===== src/rtl/lwc_do_sink_if.sv =====
// Output-port bundle of the LWC core: data word, valid, last and ready.
// The core drives the master side; the capture sink uses the slave side.
interface lwc_do_sink_if #(
    parameter int BUSW = 32
) ();
    logic [BUSW-1:0] do_data;
    logic            do_valid;
    logic            do_last;
    logic            do_ready;

    modport master (
        output do_data,
        output do_valid,
        output do_last,
        input  do_ready
    );

    modport slave (
        input  do_data,
        input  do_valid,
        input  do_last,
        output do_ready
    );
endinterface


===== src/rtl/lwc_do_sink.sv =====
// Capture sink for the LWC output stream: parses headers, payload and status,
// writes payload bytes to a byte-enabled memory port and reports results.
module lwc_do_sink #(
    parameter int BUSW  = 32,
    parameter int ADDRW = 8
) (
    input  logic               clk,
    input  logic               rst,
    lwc_do_sink_if.slave       dout,
    input  logic               stall,
    output logic               mem_we,
    output logic [ADDRW-1:0]   mem_addr,
    output logic [BUSW-1:0]    mem_wdata,
    output logic [BUSW/8-1:0]  mem_be,
    output logic [3:0]         seg_type,
    output logic [15:0]        seg_len,
    output logic               seg_done,
    output logic [15:0]        byte_cnt,
    output logic               status_valid,
    output logic               status_pass,
    output logic               err_proto
);

    localparam int NB = BUSW / 8;

    typedef enum logic {
        HDR  = 1'b0,
        DATA = 1'b1
    } state_t;

    state_t           state;
    logic             ready_q;
    logic [15:0]      rem;
    logic [ADDRW-1:0] wr_ptr;

    logic             acc;
    logic [3:0]       hdr_type;
    logic [15:0]      hdr_len;
    logic             is_status;
    logic [15:0]      take;
    logic [15:0]      rem_next;
    logic [NB-1:0]    be_mask;

    assign dout.do_ready = ready_q;
    assign acc           = dout.do_valid & ready_q;
    assign hdr_type      = dout.do_data[BUSW-1 -: 4];
    assign hdr_len       = dout.do_data[15:0];
    assign is_status     = (hdr_type[3:1] == 3'b111);

    // Bytes consumed by this word; the final word of a segment may be partial.
    always_comb begin
        take     = (rem < 16'(NB)) ? rem : 16'(NB);
        rem_next = rem - take;
        be_mask  = ~({NB{1'b1}} >> take);
    end

    always_ff @(posedge clk) begin
        if (!rst) begin
            state        <= HDR;
            ready_q      <= 1'b0;
            rem          <= '0;
            wr_ptr       <= '0;
            mem_we       <= 1'b0;
            mem_addr     <= '0;
            mem_wdata    <= '0;
            mem_be       <= '0;
            seg_type     <= '0;
            seg_len      <= '0;
            seg_done     <= 1'b0;
            byte_cnt     <= '0;
            status_valid <= 1'b0;
            status_pass  <= 1'b0;
            err_proto    <= 1'b0;
        end else begin
            ready_q      <= ~stall;
            mem_we       <= 1'b0;
            seg_done     <= 1'b0;
            status_valid <= 1'b0;
            if (acc) begin
                unique case (state)
                    HDR: begin
                        if (is_status) begin
                            status_valid <= 1'b1;
                            status_pass  <= (hdr_type == 4'hE);
                            if (!dout.do_last) err_proto <= 1'b1;
                        end else begin
                            seg_type <= hdr_type;
                            seg_len  <= hdr_len;
                            rem      <= hdr_len;
                            if (hdr_len == 16'd0) seg_done <= 1'b1;
                            else                  state    <= DATA;
                            if (dout.do_last) err_proto <= 1'b1;
                        end
                    end
                    DATA: begin
                        mem_we    <= 1'b1;
                        mem_wdata <= dout.do_data;
                        mem_be    <= be_mask;
                        mem_addr  <= wr_ptr;
                        wr_ptr    <= wr_ptr + 1'b1;
                        byte_cnt  <= byte_cnt + take;
                        rem       <= rem_next;
                        // A premature last truncates the segment.
                        if (dout.do_last) begin
                            err_proto <= 1'b1;
                            seg_done  <= 1'b1;
                            rem       <= '0;
                            state     <= HDR;
                        end else if (rem_next == 16'd0) begin
                            seg_done <= 1'b1;
                            state    <= HDR;
                        end
                    end
                    default: state <= HDR;
                endcase
            end
        end
    end

endmodule


===== src/flat_wrapper.sv =====
// flat-port wrapper written by rule: the top's interface ports become plain ports
module lwc_do_sink_flat 
#(
    parameter int BUSW  = 32,
    parameter int ADDRW = 8
)
  (clk, rst, stall, mem_we, mem_addr, mem_wdata, mem_be, seg_type, seg_len, seg_done, byte_cnt, status_valid, status_pass, err_proto, dout_do_data, dout_do_valid, dout_do_last, dout_do_ready);
  lwc_do_sink_if #(.BUSW(BUSW)) dout_i ();
  input  logic clk;
  input  logic rst;
  input  logic stall;
  output logic mem_we;
  output logic [ADDRW-1:0] mem_addr;
  output logic [BUSW-1:0] mem_wdata;
  output logic [BUSW/8-1:0] mem_be;
  output logic [3:0] seg_type;
  output logic [15:0] seg_len;
  output logic seg_done;
  output logic [15:0] byte_cnt;
  output logic status_valid;
  output logic status_pass;
  output logic err_proto;
  input wire logic [$bits(dout_i.do_data)-1:0] dout_do_data;
  input wire logic [$bits(dout_i.do_valid)-1:0] dout_do_valid;
  input wire logic [$bits(dout_i.do_last)-1:0] dout_do_last;
  output wire logic [$bits(dout_i.do_ready)-1:0] dout_do_ready;
  assign dout_i.do_data = dout_do_data;
  assign dout_i.do_valid = dout_do_valid;
  assign dout_i.do_last = dout_do_last;
  assign dout_do_ready = dout_i.do_ready;
  lwc_do_sink #(.BUSW(BUSW), .ADDRW(ADDRW)) u_core (.clk(clk), .rst(rst), .dout(dout_i), .stall(stall), .mem_we(mem_we), .mem_addr(mem_addr), .mem_wdata(mem_wdata), .mem_be(mem_be), .seg_type(seg_type), .seg_len(seg_len), .seg_done(seg_done), .byte_cnt(byte_cnt), .status_valid(status_valid), .status_pass(status_pass), .err_proto(err_proto));
endmodule

===== config.mk =====
export PLATFORM = sky130hd
export DESIGN_NAME = lwc_do_sink_flat
export DESIGN_NICKNAME = d
export VERILOG_FILES = /design/src/rtl/lwc_do_sink_if.sv /design/src/rtl/lwc_do_sink.sv /design/src/flat_wrapper.sv
export SDC_FILE = /design/constraint.sdc
export NUM_CORES = 1
export LEC_CHECK = 0
export CORE_ASPECT_RATIO = 0.5
export CORE_UTILIZATION = 40
export CTS_CLUSTER_DIAMETER = 60
export CTS_CLUSTER_SIZE = 14
export DETAILED_ROUTE_END_ITERATION = 8
export MAX_ROUTING_LAYER = met4
export PLACE_DENSITY = 0.66
export SLEW_MARGIN = 10
export SYNTH_ARGS = -nofsm -noshare
export SYNTH_HDL_FRONTEND = slang
export SYNTH_SLANG_ARGS = --single-unit
export TNS_END_PERCENT = 20

===== constraint.sdc =====
create_clock -name clk -period 4.6 [get_ports clk]
set_clock_uncertainty 0.1 [all_clocks]
set_input_delay 0.92 -clock clk [delete_from_list [all_inputs] [get_ports clk]]
set_output_delay 0.92 -clock clk [all_outputs]
set_load 0.02 [all_outputs]

==> impl_results.md <==
- Status: complete, no violations
- Final antenna-violating net count: 0
- Global placer's final weighted congestion: 0.921
- Achievable Freq: 0.256 GHz
- Synth area leaders: dfxtp_1 42%, nand2_1 11%, a21oi_1 7.3%
- Max-Cap Viols: 0
- Gr busiest metal: met2
- CP Cell Sequence: or4_1, nor3b_2, and3_1, ha_1, inv_1, fa_1, nor2b_1, o21ai_0, a21boi_0, o211ai_1, a31oi_1, mux2i_1, a21oi_1
- Synth warnings: 0
- Die X-Extent: approximately 160 µm
- Met2 usage: between 30% and 40%
- RSZ-0062 raised after global routing: false
- Core area: between 0.01 and 0.015 mm²
- Critical Path Start Type: flip-flop
- Clk Latency, worst-skew pair: 0.35 ns
- Setup tns final: 0 ns
- Vias in the first global route: 4722
- Avg WL per Cell: approximately 15 µm
- Initial Util: approximately two fifths
- Routed vias/inst: 5.13
- Sequential fraction of the synthesis area: 42.4%
- Area share of the largest cell type after synthesis: 42.4%
- Distinct cell type count after synthesis: between 60 and 70
- Grt total ovfl: 0
- Top FF cell, synth: dfxtp_1
- Fillers: around 1200
- CTS H-tree lvls: 3
- Die area: 0.0136 mm²
- Endpoints failing hold: 0
- WHS: 0.355 ns
- Die span in y: about 83 µm
- Worst EP arrival: ~4.0 ns
- CP Capture Type: flip-flop
- Post-Synthesis Cells: approximately 660
- CP max stage cell: or4_1
- Fin area: 0.00693 mm²
- CTS tree: yes
- Pwr Density: about 300 mW/mm²
- Count of flip-flops with a built-in enable after synthesis: 0
- Slew headroom: 21.5%
- Tmin final: 3.91 ns
- Final HPWL DP: between 10 and 15 mm
- Clock network power share: 37.6%
- Max VDD drop: 0.185 mV
- CTS Buf Count: 9
- Slew Limit Fails: 0
- DRC violations left: 0
- Syn Std Cell Area: about 0.0052 mm²
- Syn avg cell area: 7.91 µm²
- Critical path type: reg2reg
- Post-synth ARST share: 0%
- Max incr delay on CP: 0.61 ns
- Total power: roughly 0.0020 W
- Area leader, netlist: dfxtp_1
- CTS root buffer: clkbuf_16
- Placed inst area: 0.00665 mm²
- Reg power frac: approximately half
- All-Layer GR Usage: ~23%
- I/O pins: 123
- DR vias: 4888
- NumNets Final: 833
- Largest net degree at the start of global routing: 64
- P&R area growth vs syn: 32.1%
- Internal: 0.00146 W
- NetSw: 0.000559 W
- Final period util: 84.9%
- Post-CTS setup buffers: 0
- Maximum buffer depth of the clock tree: 2
- Clock transition at path regs: 0.08 ns
- Layout cells sized above 1: 5.12%
- WL final: 14.7 mm
- Setup-failing EPs final: 0
- Hold buffers post-CTS: 0
- First-pass GRT wire length: 24.5 mm
- Post-CTS sizing: 0
- Clock sink count: 111
- Crit Path Max Fanout: 8
- # rows: 29
- Initial antenna violation count: 0
- Worst hold-check path type: reg2reg
- Port bufs: 122
- Met1 Use GR: 31.4%
- Sw frac: between 20% and 30%
- Drt first pass iters: 5
- P_leak: roughly 2.5 nW
- First DRT Iteration DRCs: 269
- Data required, critical path: 4.69 ns
- Comb power frac: roughly an eighth
- ANT cells: 0
- Least-Margin Pin Slew: about 1.2 ns
- M3 GR Usage: 3.45%
- Seq cells post-synth: roughly 110
flip-flops by register name, summed over array words and instances, names as in the netlist, 4 cells and up:
| register | count |
|---|---|
| u_core.mem_addr | 8 |
| u_core.seg_type | 4 |
| u_core.wr_ptr | 8 |
| u_core.seg_len | 16 |
| u_core.rem | 16 |
| u_core.byte_cnt | 16 |
| u_core.mem_wdata | 32 |
| u_core.mem_be | 4 |
cell families (layout without fill, tap and decap cells):
logic type	after synthesis	after routing	share of synthesized area, %
XOR/XNOR	18	18	3.01
AND/OR/NAND/NOR	281	281	24.6
buffers and inverters	51	159	3.96
multiplexers	1	1	0.191
other	2	13	0.143
adder cells (fa/ha/maj)	18	18	4.44
flip-flops	111	111	42.4
AO/OA/AOI/OAI	181	181	21.3
area by class of cell:
cell class,count,area [µm²],share of cell area [%]
repair buffers,131,1290,18.6
clock inverters,6,55.1,0.795
flip-flops and latches,111,2220,32.1
clock buffers,9,225,3.25
inverters,13,48.8,0.705
well taps,170,213,3.07
multi-input cells,512,2870,41.5
path summary, 6_finish.rpt:
check	from	to	slack, ns	depth (start not counted)
worst max register to register	u_core.rem[7]	u_core.byte_cnt[14]	0.69	13
worst min register to register	u_core.mem_wdata[6]	u_core.mem_wdata[6]	0.35	2
worst min-delay path	u_core.mem_wdata[6]	u_core.mem_wdata[6]	0.35	2
worst max-delay path	u_core.rem[7]	u_core.byte_cnt[14]	0.69	13
stage by stage:
stage / utilization (%) / setup slack [ns] / instances
after floorplan: - / 1.18 / 674
after global placement: 52.2 / 0.825 / 937
after detailed placement: 52.2 / 0.759 / 937
after CTS: 54.4 / 0.711 / 952
after global routing: 54.4 / 0.417 / 952
final: 54.4 / 0.694 / 952
synthesized netlist by cell type (2+ instances only):
| cell | number |
|---|---|
| inv_1 | 11 |
| a21oi_1 | 76 |
| a21o_1 | 3 |
| nor4_1 | 13 |
| o2bb2ai_1 | 3 |
| a211oi_1 | 7 |
| a221oi_1 | 2 |
| nand4_1 | 4 |
| a22oi_1 | 5 |
| a22o_1 | 2 |
| xor2_1 | 7 |
| clkbuf_1 | 33 |
| buf_6 | 2 |
| nor2b_1 | 9 |
| nor2_1 | 46 |
| ha_1 | 17 |
| a31oi_1 | 5 |
| nand3b_1 | 3 |
| dfxtp_1 | 111 |
| a21boi_0 | 22 |
| o21a_1 | 2 |
| and2_1 | 10 |
| buf_1 | 2 |
| o211ai_1 | 5 |
| nand2_1 | 148 |
| xnor2_1 | 11 |
| conb_1 | 2 |
| and3_1 | 4 |
| o21ai_0 | 32 |
| nand3_1 | 8 |
| nor3_1 | 14 |
| o211a_1 | 4 |
| nand2b_1 | 2 |
| or2_2 | 3 |
| nor3b_1 | 3 |
| or3_1 | 6 |
power by group through the flow:
| stage | Sequential, W | Combinational, W | Clock [W] |
|---|---|---|---|
| CTS | 0.000992 | 0.000268 | 0.000773 |
| finish | 0.000993 | 0.000269 | 0.000761 |
| global placement | 0.00101 | 0.000269 | 0 |
| detailed placement | 0.00102 | 0.000267 | 0 |
| global route | 0.000996 | 0.000297 | 0.000813 |
| floorplan | 0.00102 | 0.000159 | 0 |
layer usage:
metal,up-vias,routed length (µm)
met3,7,479
met2,80,6720
met5,-,0
li1,2513,-
met1,2288,7380
met4,0,106
layout by cell type (no fill, tap or decap), drive strengths merged, types with 5 or more instances in the layout:
cell type | netlist | final
a211oi | 7 | 7
a21boi | 22 | 22
a21oi | 76 | 76
a22oi | 6 | 6
a31oi | 5 | 5
and2 | 10 | 10
buf | 5 | 9
clkbuf | 33 | 9
clkdlybuf4s50 | 0 | 122
clkinv | 1 | 5
conb | 2 | 13
dfxtp | 111 | 111
ha | 17 | 17
inv | 12 | 14
nand2 | 148 | 148
nand3 | 8 | 8
nor2 | 48 | 48
nor2b | 9 | 9
nor3 | 14 | 14
nor4 | 13 | 13
o211ai | 5 | 5
o21ai | 34 | 34
or3 | 7 | 7
xnor2 | 11 | 11
xor2 | 7 | 7
worst max-delay path: cells and delay by family (launching register included):
family          cells  cell delay (ns)
simple gates        4             1.32
buf+inv             1             0.07
mux                 1             0.21
fa+ha+maj           2             0.59
flops               1             0.40
compound gates      5             1.05
No activity file was read; power rests on OpenSTA's default activity.
